$ cat config.mk
export PLATFORM = sky130hd
export DESIGN_NAME = rtc_alarm_clock
export DESIGN_NICKNAME = d
export VERILOG_FILES = /design/src/rtl/rtc_pkg.sv /design/src/rtl/rtc_alarm_clock_tick_gen.sv /design/src/rtl/rtc_alarm_clock.sv
export SDC_FILE = /design/constraint.sdc
export NUM_CORES = 1
export LEC_CHECK = 0
export BUFFER_PORTS_ARGS = -buffer_cell sky130_fd_sc_hd__buf_2
export CORE_ASPECT_RATIO = 1.4
export CORE_MARGIN = 8
export CORE_UTILIZATION = 30
export CTS_BUF_LIST = sky130_fd_sc_hd__clkbuf_8
export DETAILED_ROUTE_END_ITERATION = 10
export PLACE_DENSITY_LB_ADDON = 0.15
export SLEW_MARGIN = 40
export SYNTH_ARGS = -nofsm -noshare
export SYNTH_HDL_FRONTEND = slang
export SYNTH_HIERARCHICAL = 1
export SYNTH_SLANG_ARGS = --single-unit
$ cat constraint.sdc
create_clock -name clk -period 3.45 [get_ports clk]
set_input_delay 0.345 -clock clk [delete_from_list [all_inputs] [get_ports clk]]
set_output_delay 0.345 -clock clk [all_outputs]
set_load 0.005 [all_outputs]
$ cat src/rtl/rtc_pkg.sv
// rtc_pkg: shared types and constants for the rtc_alarm_clock block.
//   - rtc_state_e : RUN / SET_H / SET_M / SET_S (encoding matches the mode output)
//   - H_W/M_W/S_W : field widths of hours, minutes and seconds
//   - HOUR_MAX/MIN_MAX/SEC_MAX : last legal value of each field
//   - hour_inc / sixty_inc : wrap-around increments used by counting and setting
package rtc_pkg;

  localparam int H_W = 5;
  localparam int M_W = 6;
  localparam int S_W = 6;

  localparam logic [H_W-1:0] HOUR_MAX = 5'd23;
  localparam logic [M_W-1:0] MIN_MAX  = 6'd59;
  localparam logic [S_W-1:0] SEC_MAX  = 6'd59;

  typedef enum logic [1:0] {
    RUN   = 2'd0,
    SET_H = 2'd1,
    SET_M = 2'd2,
    SET_S = 2'd3
  } rtc_state_e;

  // Hour + 1 with 23 -> 0 wrap (no day carry exists).
  function automatic logic [H_W-1:0] hour_inc(input logic [H_W-1:0] h);
    logic [H_W-1:0] r;
    if (h >= HOUR_MAX) begin
      r = 5'd0;
    end else begin
      r = h + 5'd1;
    end
    return r;
  endfunction

  // Minute/second + 1 with 59 -> 0 wrap; caller decides about any carry.
  function automatic logic [5:0] sixty_inc(input logic [5:0] v);
    logic [5:0] r;
    if (v >= 6'd59) begin
      r = 6'd0;
    end else begin
      r = v + 6'd1;
    end
    return r;
  endfunction

endpackage

$ cat src/rtl/rtc_alarm_clock_tick_gen.sv
// tick_gen: seconds prescaler.
//   clk  : system clock
//   rst  : synchronous active-high reset
//   run  : count enable; when low the prescaler is forced to 0
//   tick : registered one-cycle pulse on the cycle the prescaler holds TICK_DIV-1
module tick_gen #(
  parameter int TICK_DIV = 20_000_000
) (
  input  logic clk,
  input  logic rst,
  input  logic run,
  output logic tick
);

  localparam int CW = $clog2(TICK_DIV);
  localparam logic [CW-1:0] CNT_MAX = CW'(TICK_DIV - 1);

  logic [CW-1:0] cnt_q, cnt_d;
  logic          tick_q, tick_d;

  // Next prescaler value; the tick flop mirrors "next count is the last one"
  // so the pulse lines up with the cycle the counter holds TICK_DIV-1.
  always_comb begin
    cnt_d  = {CW{1'b0}};
    tick_d = 1'b0;
    if (run) begin
      if (cnt_q == CNT_MAX) begin
        cnt_d = {CW{1'b0}};
      end else begin
        cnt_d = cnt_q + CW'(1);
      end
    end else begin
      cnt_d = {CW{1'b0}};
    end
    tick_d = (cnt_d == CNT_MAX);
  end

  // Prescaler and tick registers.
  always_ff @(posedge clk) begin
    if (rst) begin
      cnt_q  <= {CW{1'b0}};
      tick_q <= 1'b0;
    end else begin
      cnt_q  <= cnt_d;
      tick_q <= tick_d;
    end
  end

  assign tick = tick_q;

endmodule

$ cat src/rtl/rtc_alarm_clock.sv
// rtc_alarm_clock: 24-hour hh:mm:ss clock with key-driven set mode and alarm.
//   clk, rst           : clock, synchronous active-high reset
//   key_mode           : pulse, steps RUN -> SET_H -> SET_M -> SET_S -> RUN
//   key_inc            : pulse, increments (SET_H/SET_M) or clears (SET_S) a field
//   alarm_en           : level, arms the alarm; low also clears an active alarm
//   alarm_h, alarm_m   : alarm time (seconds are always 0)
//   alarm_ack          : pulse, clears an active alarm
//   dout               : {hh[16:12], mm[11:6], ss[5:0]} binary
//   tick_1s            : one-cycle pulse per second while in RUN
//   mode               : current state (0 RUN, 1 SET_H, 2 SET_M, 3 SET_S)
//   alarm              : alarm active, high for ALARM_LEN ticks unless cleared
module rtc_alarm_clock
  import rtc_pkg::*;
#(
  parameter int TICK_DIV  = 20_000_000,
  parameter int ALARM_LEN = 10
) (
  input  logic        clk,
  input  logic        rst,
  input  logic        key_mode,
  input  logic        key_inc,
  input  logic        alarm_en,
  input  logic [4:0]  alarm_h,
  input  logic [5:0]  alarm_m,
  input  logic        alarm_ack,
  output logic [16:0] dout,
  output logic        tick_1s,
  output logic [1:0]  mode,
  output logic        alarm
);

  localparam logic [5:0] DUR_INIT = 6'(ALARM_LEN);

  rtc_state_e     state_q, state_d;
  logic [H_W-1:0] hh_q, hh_d;
  logic [M_W-1:0] mm_q, mm_d;
  logic [S_W-1:0] ss_q, ss_d;
  logic           alarm_q, alarm_d;
  logic [5:0]     dur_q, dur_d;

  logic           tick;
  logic           run_en;
  logic           alarm_match;

  // Prescaler runs only while we stay in RUN across this edge, so it is already
  // 0 on the first SET cycle and restarts from 0 on the first RUN cycle.
  assign run_en = (state_q == RUN) && (state_d == RUN);

  tick_gen #(
    .TICK_DIV (TICK_DIV)
  ) u_tick_gen (
    .clk  (clk),
    .rst  (rst),
    .run  (run_en),
    .tick (tick)
  );

  // Mode state machine: each key_mode pulse advances one step.
  always_comb begin
    state_d = state_q;
    if (key_mode) begin
      case (state_q)
        RUN:     state_d = SET_H;
        SET_H:   state_d = SET_M;
        SET_M:   state_d = SET_S;
        SET_S:   state_d = RUN;
        default: state_d = RUN;
      endcase
    end else begin
      state_d = state_q;
    end
  end

  // Time fields: ripple carry on ticks in RUN; isolated edits in SET states.
  // key_inc acts on the field of the current state even if key_mode leaves it.
  always_comb begin
    hh_d = hh_q;
    mm_d = mm_q;
    ss_d = ss_q;
    case (state_q)
      RUN: begin
        if (tick) begin
          ss_d = sixty_inc(ss_q);
          if (ss_q == SEC_MAX) begin
            mm_d = sixty_inc(mm_q);
            if (mm_q == MIN_MAX) begin
              hh_d = hour_inc(hh_q);
            end else begin
              hh_d = hh_q;
            end
          end else begin
            mm_d = mm_q;
          end
        end else begin
          ss_d = ss_q;
        end
      end
      SET_H: begin
        if (key_inc) begin
          hh_d = hour_inc(hh_q);
        end else begin
          hh_d = hh_q;
        end
      end
      SET_M: begin
        if (key_inc) begin
          mm_d = sixty_inc(mm_q);
        end else begin
          mm_d = mm_q;
        end
      end
      SET_S: begin
        if (key_inc) begin
          ss_d = 6'd0;
        end else begin
          ss_d = ss_q;
        end
      end
      default: begin
        hh_d = hh_q;
      end
    endcase
  end

  // Alarm match looks at the time this tick is about to load, so alarm rises
  // together with dout showing hh:mm:00. Out-of-range settings never match.
  always_comb begin
    alarm_match = 1'b0;
    if (alarm_en && tick && (state_q == RUN) &&
        (alarm_h <= HOUR_MAX) && (alarm_m <= MIN_MAX)) begin
      alarm_match = (hh_d == alarm_h) && (mm_d == alarm_m) && (ss_d == 6'd0);
    end else begin
      alarm_match = 1'b0;
    end
  end

  // Alarm flag and duration counter: clear beats trigger beats countdown.
  always_comb begin
    alarm_d = alarm_q;
    dur_d   = dur_q;
    if (alarm_ack || !alarm_en) begin
      alarm_d = 1'b0;
      dur_d   = 6'd0;
    end else if (alarm_match) begin
      alarm_d = 1'b1;
      dur_d   = DUR_INIT;
    end else if (alarm_q && tick) begin
      if (dur_q <= 6'd1) begin
        alarm_d = 1'b0;
        dur_d   = 6'd0;
      end else begin
        dur_d   = dur_q - 6'd1;
      end
    end else begin
      alarm_d = alarm_q;
    end
  end

  // State, time and alarm registers.
  always_ff @(posedge clk) begin
    if (rst) begin
      state_q <= RUN;
      hh_q    <= 5'd0;
      mm_q    <= 6'd0;
      ss_q    <= 6'd0;
      alarm_q <= 1'b0;
      dur_q   <= 6'd0;
    end else begin
      state_q <= state_d;
      hh_q    <= hh_d;
      mm_q    <= mm_d;
      ss_q    <= ss_d;
      alarm_q <= alarm_d;
      dur_q   <= dur_d;
    end
  end

  assign dout    = {hh_q, mm_q, ss_q};
  assign mode    = state_q;
  assign tick_1s = tick;
  assign alarm   = alarm_q;

endmodule

After elaboration in Yosys (flattened, before gate mapping)
Cells that the tools add are included.
{ "word_totals": {"regBits": 52, "latchBits": 0, "ram_bits": 0, "mem_bits_ro": 0, "input_bits": 17, "output_inout_bits": 21, "wordCells": 73, "memories": 0} }
{ "classes": {"n_addsub": 5, "multipliers": 0, "div": 0, "magnitude_cmp": 6, "eq_ne": 9, "shifts": 0, "muxes": 26, "n_bitwise": 0, "reduce_logical": 18} }
{ "ops": {"columns": ["operator", "count"], "rows": [
  ["25-bit equality test, second input constant", 2],
  ["25-bit 2-to-1 mux", 2],
  ["6-bit 2-to-1 mux", 8],
  ["25-bit by 1-bit adder with 25-bit output, second input constant", 1],
  ["5-bit 2-to-1 mux", 5],
  ["6-bit one-hot mux with 2 select lines", 2],
  ["6-bit by 1-bit adder with 6-bit output, second input constant", 2],
  ["6-bit equality test, second input constant", 2],
  ["6-bit >= comparator, second input constant", 2],
  ["5-bit one-hot mux with 2 select lines", 1],
  ["1-bit logical AND", 8],
  ["4-bit 2-to-1 mux", 2],
  ["2-bit one-hot mux with 4 select lines", 1],
  ["6-bit equality test", 1],
  ["6-bit by 1-bit <= comparator with 1-bit output, second input constant", 1],
  ["6-bit <= comparator, second input constant", 1],
  ["6-bit zero test", 1],
  ["6-bit by 1-bit subtractor with 6-bit output, second input constant", 1],
  ["5-bit by 1-bit adder with 5-bit output, second input constant", 1],
  ["5-bit equality test", 1],
  ["5-bit >= comparator, second input constant", 1],
  ["5-bit <= comparator, second input constant", 1],
  ["2-bit equality test, second input constant", 2],
  ["2-bit zero test", 2],
  ["9 further kinds", 13]
]} }

Longest topological paths before layout
Gate-level depths: netlist of the first run.
{ "depth": {"depth_word": 12, "ltp_mapped": 11, "mapped_depth_nobuf": 10} }

Cells and area by module
Netlist of the first run, hierarchy kept.
{ "modules_own_cells": {"columns": ["mod", "n_inst", "cells_per_inst", "area_per_inst_um2", "seq_area_each_um2"], "rows": [
  ["rtc_alarm_clock", 1, 241, 1873.0, 520.5],
  ["tick_gen", 1, 164, 1410.1, 520.5]
]} }

Least setup slack after synthesis of the first run
No wires, ideal clock.
{ "synth_path": {"path_kind": "register to register", "start": "reg state_q[0], in the netlist mode[0]", "end": "reg dur_q[2]", "setup_ns": 0.137, "arrival_ns": 2.293, "required_ns": 3.313, "setup_slack_ns": 1.020, "stages_incl_launch_ff": 12, "n_path_buf": 1, "synth_period_minus_slack_ns": 2.430, "path_cell_list": "dfxtp_1 > inv_1 > ha_1 > clkbuf_1 > nor2_1 > a21oi_1 > nand2_1 > o21ba_1 > o221a_2 > nor4_1 > and3_2 > nor4_1"} }
{ "synth_between": {"elab_chain_cells": 7, "elab_cells_between_ends": 17, "classes_between": "eq/ne (5); mux (4); reduce/logical (8)"} }
{ "synth_lines": {"columns": ["element", "line_no", "source"], "rows": [
  ["start: declaration", "rtc_alarm_clock.sv:34", "rtc_state_e state_q, state_d;"],
  ["start signal: assignment", "rtc_alarm_clock.sv:169", "state_q <= state_d;"],
  ["2-bit equality test, or another cell as far along", "rtc_alarm_clock.sv:80", "case (state_q)"],
  ["6-bit one-hot mux with 2 select lines or 5-bit one-hot mux with 2 select lines (tied branches)", "rtc_alarm_clock.sv:80", null],
  ["6-bit equality test or 5-bit equality test (tied branches)", "rtc_alarm_clock.sv:131", "alarm_match = (hh_d == alarm_h) && (mm_d == alarm_m) && (ss_d == 6'd0);"],
  ["1-bit logical AND (2 in a row)", "rtc_alarm_clock.sv:131", null],
  ["1-bit 2-to-1 mux *", "rtc_alarm_clock.sv:129", "if (alarm_en && tick && (state_q == RUN) &&"],
  ["3-bit OR reduction (no source line) *", null, null],
  ["end signal: assignment", "rtc_alarm_clock.sv:174", "dur_q <= dur_d;"],
  ["end: declaration", "rtc_alarm_clock.sv:39", "logic [5:0] dur_q, dur_d;"]
]} }
Every way passes the cells marked *; elsewhere a longest branch is shown, timed or not.
A chain may end at the register's enable or synchronous reset.

Worst setup path after layout of the first run
Ends and elaborated chain as after synthesis.

==> parameters.txt, run 1 <==
Parameter                              Value

Timing
  Worst-case setup margin in the final layout ... 514 ps
  Summed negative setup slack over all endpoints ... 0 ps
  Period utilisation layout ... 0.851
  Largest clock skew in the final design ... ~17 ps
  Maximum clock rate ... between 300 and 400 MHz
  Transition time at the pin with the least slew margin ... around 530 ps
  Worst hold slack ... about 270 ps
  Final hold violations ... 0
  Max-slew violation total from the final report ... 0
  Fin crit period ... between 2000 and 3000 ps
  Max transition margin ... 0.646
  Final setup violation count ... 0
  Setup repair after global routing missed its margin ... false

Drt
  Post-DRT Antenna Nets ... 0
  Post-DR wirelength/cell ... around 15 um
  1st-pass router iterations ... 4
  Final routed DRC violation total ... 0
  Initial drt markers ... 85
  Vias per inst ... approximately 5.2
  Total routed wirelength ... approximately 8800 um
  Detailed-route via count ... 2981

Pwr
  Net switching component of the power ... between 300 and 400 uW
  VDD IR-drop max ... between 100 and 150 uV
  Switching Share ... 0.265
  Leakage ... approximately 0.0014 uW
  Proportion of power drawn by the clock network ... 0.372
  Combinational group share of total power ... 0.108
  Share of power burned in registers ... 0.520
  Power density over the cells ... about 320 nW/um^2
  Internal power ... around 870 uW

Critical path
  Highest fanout seen on the critical path ... 11
  Element type at the critical path end ... register
  Worst reg-to-reg path cell count ... 10
  Crit path to ... dur_q[2]$_SDFFE_PP0P_
  Class of the most critical setup path ... reg -> reg
  Levels on crit path ... 10
  Flop-to-flop setup slack ... between 500 and 600 ps
  RR Endpoint ... dur_q[2]$_SDFFE_PP0P_
  Critical-path cell with the highest stage delay ... sky130_fd_sc_hd__dfxtp_1
  Required time worst endpoint ... between 3000 and 4000 ps
  Sort of element at the start of the critical path ... register
  Ordered list of cells on the worst path ... inv_1 -> ha_1 -> and3b_1 -> a22oi_2 -> nor2_1 -> o21ba_1 -> o221a_2 -> nor4_1 -> and3_2 -> nor4_1
  Arrival time at the worst endpoint ... about 3100 ps
  Timing startpoint of the critical path ... mode[0]$_SDFF_PP0_
  Most frequent cell on the critical path ... sky130_fd_sc_hd__nor4_1
  Critical path buffers and inverters ... 1
  Worst r2r src ... mode[0]$_SDFF_PP0_
  Slowest Stage Delay on Critical Path ... around 440 ps
  Gate family responsible for the most delay along the worst path ... simple AND/OR/NAND/NOR gates

Synthesis
  Net count after synthesis ... about 430
  Post-synthesis instance total ... a little over 400
  Share of synthesized area spent on multiplexers ... 0.0141
  Predominant post-synthesis flop cell ... sky130_fd_sc_hd__dfxtp_1
  Post-synthesis share of cell area spent on xor and xnor gates ... 0.104
  Post-synthesis cell type with the largest combined area ... sky130_fd_sc_hd__dfxtp_1
  Top cell types by occurrence after synthesis ... 62 x sky130_fd_sc_hd__nor2_1, 52 x sky130_fd_sc_hd__dfxtp_1, 32 x sky130_fd_sc_hd__nand2_1, 21 x sky130_fd_sc_hd__xor2_1, 19 x sky130_fd_sc_hd__nand3_1
  Sequential element share of the synthesized area ... 0.317
  Combinational family with the most area after synthesis ... simple AND/OR/NAND/NOR gates
  Most frequently used cell type in the post-synthesis netlist ... sky130_fd_sc_hd__nor2_1
  Total number of yosys warnings ... 6
  Syn Std Cell Area ... ~3300 um^2
  Number of distinct library cells after synthesis ... slightly below 70
  Fraction of the mapped netlist area in adder cells ... 0.0381
  Post-synthesis area per instance ... a little over 8 um^2
  FF+latch count, synth ... 52
  Post-synthesis share of cell area spent on and, or, nand and nor gates ... 0.337
  Fraction of registers with async set/reset ... 0
  Area fraction of the dominant cell type after synthesis ... 0.317
  Count of flip-flops with a built-in enable after synthesis ... 0
  Area fraction in compound gates after synthesis ... 0.144
  Top area cells in the synthesized netlist ... sky130_fd_sc_hd__dfxtp_1 32%, sky130_fd_sc_hd__nor2_1 7.1%, sky130_fd_sc_hd__xor2_1 5.6%

CTS
  Number of setup buffers added after CTS ... 0
  CTS Sinks ... 52
  Level count of the clock H-tree ... 2
  Maximum root-to-sink buffer count ... 2
  Root buffer selected by CTS ... sky130_fd_sc_hd__clkbuf_8
  Clock insertion delay at the later pin of the skew report ... around 320 ps
  CTS Hold Bufs ... 0
  Number of instances resized during post-cts repair ... 0
  Worst-path clk slew ... between 100 and 150 ps
  CTS Buf Count ... 5
  TritonCTS clock tree ... built

GRT
  Antenna violations before repair ... 0
  Number of global-route vias before repair ... around 2900
  Total GRT Usage ... 0.120
  First-pass GRT wire length ... approximately 14000 um
  Pin count of the biggest net entering global routing ... 22
  Global route total overflow ... 0

Die
  Die Width ... 104 um
  DIE AREA ... roughly 15000 um^2
  Count of boundary I/O pins ... 38
  Core area ... around 11000 um^2
  Starting density of the core ... 0.305
  Die extent in y ... 140 um
  Site Rows ... 45

Final layout
  Fill cell instance count of the final layout ... ~1200
  Layout-stage area growth over the synthesis result ... 12.3%
  Share of layout cells above drive strength 1 ... 0.156
  Diodes inserted ... 0
  Post-route design area ... about 3700 um^2
  Number of nets in the layout ... around 460

Min path
  Number of stages on the worst hold path ... 2
  Worst Hold Class ... in -> reg

Run status
  Status ... completed

Placed design
  Final weighted congestion in routability-driven placement ... 0.861
  HPWL after detailed placement ... 6790 um
  Instance area after placement ... between 3000 and 4000 um^2
  Setup slack after placement ... 486 ps
  Count of port buffers added during placement ... 37

Run
  Max-capacitance violation count ... 0
==> worst register-to-register path: stages, from the launching register on <==
cell	delay, ps
sky130_fd_sc_hd__dfxtp_1	440
sky130_fd_sc_hd__inv_1	90
sky130_fd_sc_hd__ha_1	340
sky130_fd_sc_hd__and3b_1	280
sky130_fd_sc_hd__a22oi_2	270
sky130_fd_sc_hd__nor2_1	150
sky130_fd_sc_hd__o21ba_1	200
sky130_fd_sc_hd__o221a_2	260
sky130_fd_sc_hd__nor4_1	410
sky130_fd_sc_hd__and3_2	310
sky130_fd_sc_hd__nor4_1	60
==> worst min-delay path by stage <==
| stage | start | end | slack (ps) |
|---|---|---|---|
| 6_report | key_mode | mode[0]$_SDFF_PP0_ | 270 |
| 5_1_grt | key_mode | mode[0]$_SDFF_PP0_ | 260 |
| 4_1_cts | key_mode | mode[0]$_SDFF_PP0_ | 250 |
| 3_5_place_dp | u_tick_gen/cnt_q[0]$_SDFF_PP0_ | u_tick_gen/cnt_q[0]$_SDFF_PP0_ | 470 |
| 3_3_place_gp | u_tick_gen/cnt_q[0]$_SDFF_PP0_ | u_tick_gen/cnt_q[0]$_SDFF_PP0_ | 460 |
| 2_1_floorplan | u_tick_gen/cnt_q[0]$_SDFF_PP0_ | u_tick_gen/cnt_q[0]$_SDFF_PP0_ | 440 |
==> per-stage QoR <==
stage          power, uW  std cells   util
2_1_floorplan        711        405      -
3_3_place_gp         756        570  0.332
3_5_place_dp         755        570  0.332
4_1_cts             1200        578  0.343
5_1_grt             1240        578  0.343
6_report            1180        578  0.343
==> flip-flops by register name, summed over array words and instances, names as in the netlist <==
name / flops
u_tick_gen/cnt_q: 25
dur_q: 6
mode: 2
alarm: 1
mm_q: 6
u_tick_gen/tick: 1
hh_q: 5
ss_q: 6
==> power groups by stage <==
stage               registers [uW]  logic [uW]  clock network, uW
CTS                            614         128                460
global route                   615         141                480
finish                         614         127                440
global placement               628         128                  0
floorplan                      626        84.8                  0
detailed placement             628         127                  0
==> cells in the final DEF, fill, tap and decap left out, types with 3 or more instances in the layout <==
cell type                  count
sky130_fd_sc_hd__xor2_1       21
sky130_fd_sc_hd__nor3_1       14
sky130_fd_sc_hd__nand4_1      12
sky130_fd_sc_hd__a211oi_1      3
sky130_fd_sc_hd__o21ai_0      10
sky130_fd_sc_hd__buf_2        37
sky130_fd_sc_hd__ha_1         10
sky130_fd_sc_hd__clkbuf_8      5
sky130_fd_sc_hd__and4_1        5
sky130_fd_sc_hd__a21o_1        3
sky130_fd_sc_hd__buf_4         5
sky130_fd_sc_hd__nor4_1       13
sky130_fd_sc_hd__and3_1        4
sky130_fd_sc_hd__xnor2_1      18
sky130_fd_sc_hd__a22oi_1       7
sky130_fd_sc_hd__nor2_1       62
sky130_fd_sc_hd__nand2_1      32
sky130_fd_sc_hd__nand3_1      19
sky130_fd_sc_hd__dfxtp_1      52
sky130_fd_sc_hd__a21oi_1      12
sky130_fd_sc_hd__nor2b_1      15
sky130_fd_sc_hd__nand2b_1      3
sky130_fd_sc_hd__inv_1        12
sky130_fd_sc_hd__a31oi_1       3
==> routing by layer <==
metal  vias to the layer above  GRT usage  share of wire
li1                       1503          -              -
met1                      1409      0.127           0.42
met2                        53      0.225           0.53
met3                        16     0.0217          0.030
met4                         0     0.0505          0.026
met5                         -          0              0
==> area by class of cell <==
class	count	area, um^2	share of cell area
clock inverter	3	42.5	0.0115
multi-input combinational	323	2090	0.567
inverter	12	45.0	0.0122
clock buffer	5	68.8	0.0187
tap	141	176	0.0479
timing repair buffer	42	223	0.0604
sequential	52	1040	0.282
==> cell families after synthesis <==
family,Yosys count
and+or+nand+nor,204
AOI/OAI and AO/OA,66
DFF,52
xor gates and xnor gates,39
buffers and inverters,30
adders and majority gates,10
muxes,4
Power figures use the tool's default switching activity.
==> inputs of run 2 (changes only) <==
--- a/config.mk
+++ b/config.mk
@@ -12,6 +12,7 @@
 export CTS_BUF_LIST = sky130_fd_sc_hd__clkbuf_8
 export DETAILED_ROUTE_END_ITERATION = 10
 export PLACE_DENSITY_LB_ADDON = 0.15
+export REMOVE_ABC_BUFFERS = 1
 export SLEW_MARGIN = 40
 export SYNTH_ARGS = -nofsm -noshare
 export SYNTH_HDL_FRONTEND = slang
==> run 2 against run 1 <==
Effect of this change: first-iteration DRC count down 3.5%; global-route usage rose by 0.54 points; non-clock buffer count down 3; clock skew is 7.8 ps lower; via count up 0.67%; hold slack gained 26 ps; highest routed layer unchanged.
==> parameters.txt, run 2 (synthesis results as in run 1) <==
Parameter                              Value

CTS
  CTS Hold Bufs ... 0
  TritonCTS clock tree ... built
  Number of instances resized during post-cts repair ... 0
  Maximum root-to-sink buffer count ... 2
  CTS Buf Count ... 5
  Level count of the clock H-tree ... 2
  Clock insertion delay at the later pin of the skew report ... about 310 ps
  Worst-path clk slew ... 100 ps
  CTS Sinks ... 52
  Root buffer selected by CTS ... sky130_fd_sc_hd__clkbuf_8
  Number of setup buffers added after CTS ... 0

Timing
  Max-slew violation total from the final report ... 0
  Transition time at the pin with the least slew margin ... 714 ps
  Period utilisation layout ... 0.878
  Final hold violations ... 0
  Largest clock skew in the final design ... approximately 9 ps
  Max transition margin ... 0.519
  Summed negative setup slack over all endpoints ... 0 ps
  Worst-case setup margin in the final layout ... around 420 ps
  Maximum clock rate ... 330 MHz
  Setup repair after global routing missed its margin ... false
  Fin crit period ... approximately 3000 ps
  Final setup violation count ... 0

Final layout
  Register with the most flip-flops ... u_tick_gen/cnt_q
  Diodes inserted ... 0
  Register area ... 1040 um^2
  Number of nets in the layout ... 460
  Layout-stage area growth over the synthesis result ... 10.9%
  Share of layout cells above drive strength 1 ... 0.150
  Most common library cell in the layout ignoring fill and taps ... sky130_fd_sc_hd__nor2_1
  Most frequent cells in the layout ... 62 x sky130_fd_sc_hd__nor2_1, 52 x sky130_fd_sc_hd__dfxtp_1, 37 x sky130_fd_sc_hd__buf_2, 32 x sky130_fd_sc_hd__nand2_1, 21 x sky130_fd_sc_hd__xor2_1
  Multi-input combinational cell area ... 2090 um^2
  Fill cell instance count of the final layout ... ~1200
  Flip-flop count of the largest register, all copies and words added ... 25

Critical path
  Critical path buffers and inverters ... 1
  Ordered list of cells on the worst path ... inv_1 -> ha_1 -> nor2_1 -> a21oi_1 -> nand2_1 -> o21ba_1 -> o221a_2 -> nor4_1 -> and3_2 -> nor4_1
  Gate family responsible for the most delay along the worst path ... simple AND/OR/NAND/NOR gates
  Critical-path cell with the highest stage delay ... sky130_fd_sc_hd__nor4_1
  Slowest Stage Delay on Critical Path ... 410 ps
  Arrival time at the worst endpoint ... about 3200 ps
  Sort of element at the start of the critical path ... register
  Highest fanout seen on the critical path ... 11
  Most frequent cell on the critical path ... sky130_fd_sc_hd__nor4_1
  Element type at the critical path end ... register
  Required time worst endpoint ... ~3600 ps
  Class of the most critical setup path ... reg -> reg

Placed design
  Setup slack after placement ... around 400 ps
  Count of port buffers added during placement ... 37
  HPWL after detailed placement ... 7210 um
  Final weighted congestion in routability-driven placement ... between 0.8 and 0.9

Pwr
  Power density over the cells ... about 300 nW/um^2
  Leakage ... between 0.001 and 0.0015 uW
  Overall power consumption ... approximately 1100 uW
  VDD IR-drop max ... about 160 uV

GRT
  Antenna violations before repair ... 0
  Number of global-route vias before repair ... ~3000
  First-pass GRT wire length ... ~15000 um
  Total GRT Usage ... 0.125
  Global route total overflow ... 0
  Pin count of the biggest net entering global routing ... 22

Die
  Site Rows ... 45
  Starting density of the core ... 0.305
  Count of boundary I/O pins ... 38
  Die Width ... roughly 100 um
  Die extent in y ... 140 um
  DIE AREA ... roughly 15000 um^2
  Core area ... roughly 11000 um^2

Run status
  Status ... completed

Drt
  Vias per inst ... approximately 5.2
  Total routed wirelength ... 9230 um
  Post-DR wirelength/cell ... 16.1 um
  Initial drt markers ... about 80
  Final routed DRC violation total ... 0
  1st-pass router iterations ... 4
  Detailed-route via count ... 3001
  Post-DRT Antenna Nets ... 0

Min path
  Worst Hold Class ... in -> reg

Run
  Max-capacitance violation count ... 0
[run 2: cell types whose count changed in the layout (fill, tap and decap cells not counted)]
cell / before / now
sky130_fd_sc_hd__buf_4: 5 / 2
sky130_fd_sc_hd__bufinv_16: 1 / 0
sky130_fd_sc_hd__clkinv_2: 1 / 2
sky130_fd_sc_hd__clkinv_4: 0 / 1
sky130_fd_sc_hd__clkinvlp_4: 1 / 0
[run 2: worst paths after layout]
check,startpoint,end,slack [ps],cells past startpoint
setup / recovery,mode[0]$_SDFF_PP0_,dur_q[2]$_SDFFE_PP0P_,420,10
setup reg to reg,mode[0]$_SDFF_PP0_,dur_q[2]$_SDFFE_PP0P_,420,10
hold / removal,key_mode,mode[0]$_SDFF_PP0_,290,2
hold reg to reg,u_tick_gen/cnt_q[0]$_SDFF_PP0_,u_tick_gen/cnt_q[0]$_SDFF_PP0_,480,1
[run 2: report_power, final]
part / switching, uW / internal [uW] / leakage, uW
sequential: 9.22 / 605 / 0.000419
combinational: 84.4 / 47.3 / 0.000928
clock: 217 / 142 / 0.0000479
total: 311 / 795 / 0.00139
[run 2: cell type report]
class	count	area share
multi-input cells	323	0.574
flip-flops and latches	52	0.286
repair buffers	39	0.0550
well taps	141	0.0485
clock buffers	5	0.0189
inverters	12	0.0124
clock inverters	3	0.00516
[run 2: metal layers]
metal,routed length (um),track usage,part of all wire,vias up
li1,-,-,-,1493
met1,3660,0.124,0.40,1438
met2,5010,0.242,0.54,56
met3,296,0.0217,0.032,14
met4,264,0.0604,0.029,0
met5,0,0,0,-
[run 2: stage by stage]
step | cell area (um^2) | hold slack (ps) | util | cells
final | 3640 | 293 | 0.338 | 575
after floorplan | 3180 | 417 | - | 387
after detailed placement | 3550 | 470 | 0.330 | 567
after global placement | 3550 | 461 | 0.330 | 567
after global routing | 3640 | 278 | 0.338 | 575
after CTS | 3640 | 280 | 0.338 | 575
[run 2: worst register-to-register path: stages (launching register included)]
cell,delay (ps)
sky130_fd_sc_hd__dfxtp_1,380
sky130_fd_sc_hd__inv_1,110
sky130_fd_sc_hd__ha_1,380
sky130_fd_sc_hd__nor2_1,210
sky130_fd_sc_hd__a21oi_1,330
sky130_fd_sc_hd__nand2_1,240
sky130_fd_sc_hd__o21ba_1,220
sky130_fd_sc_hd__o221a_2,250
sky130_fd_sc_hd__nor4_1,410
sky130_fd_sc_hd__and3_2,310
sky130_fd_sc_hd__nor4_1,60
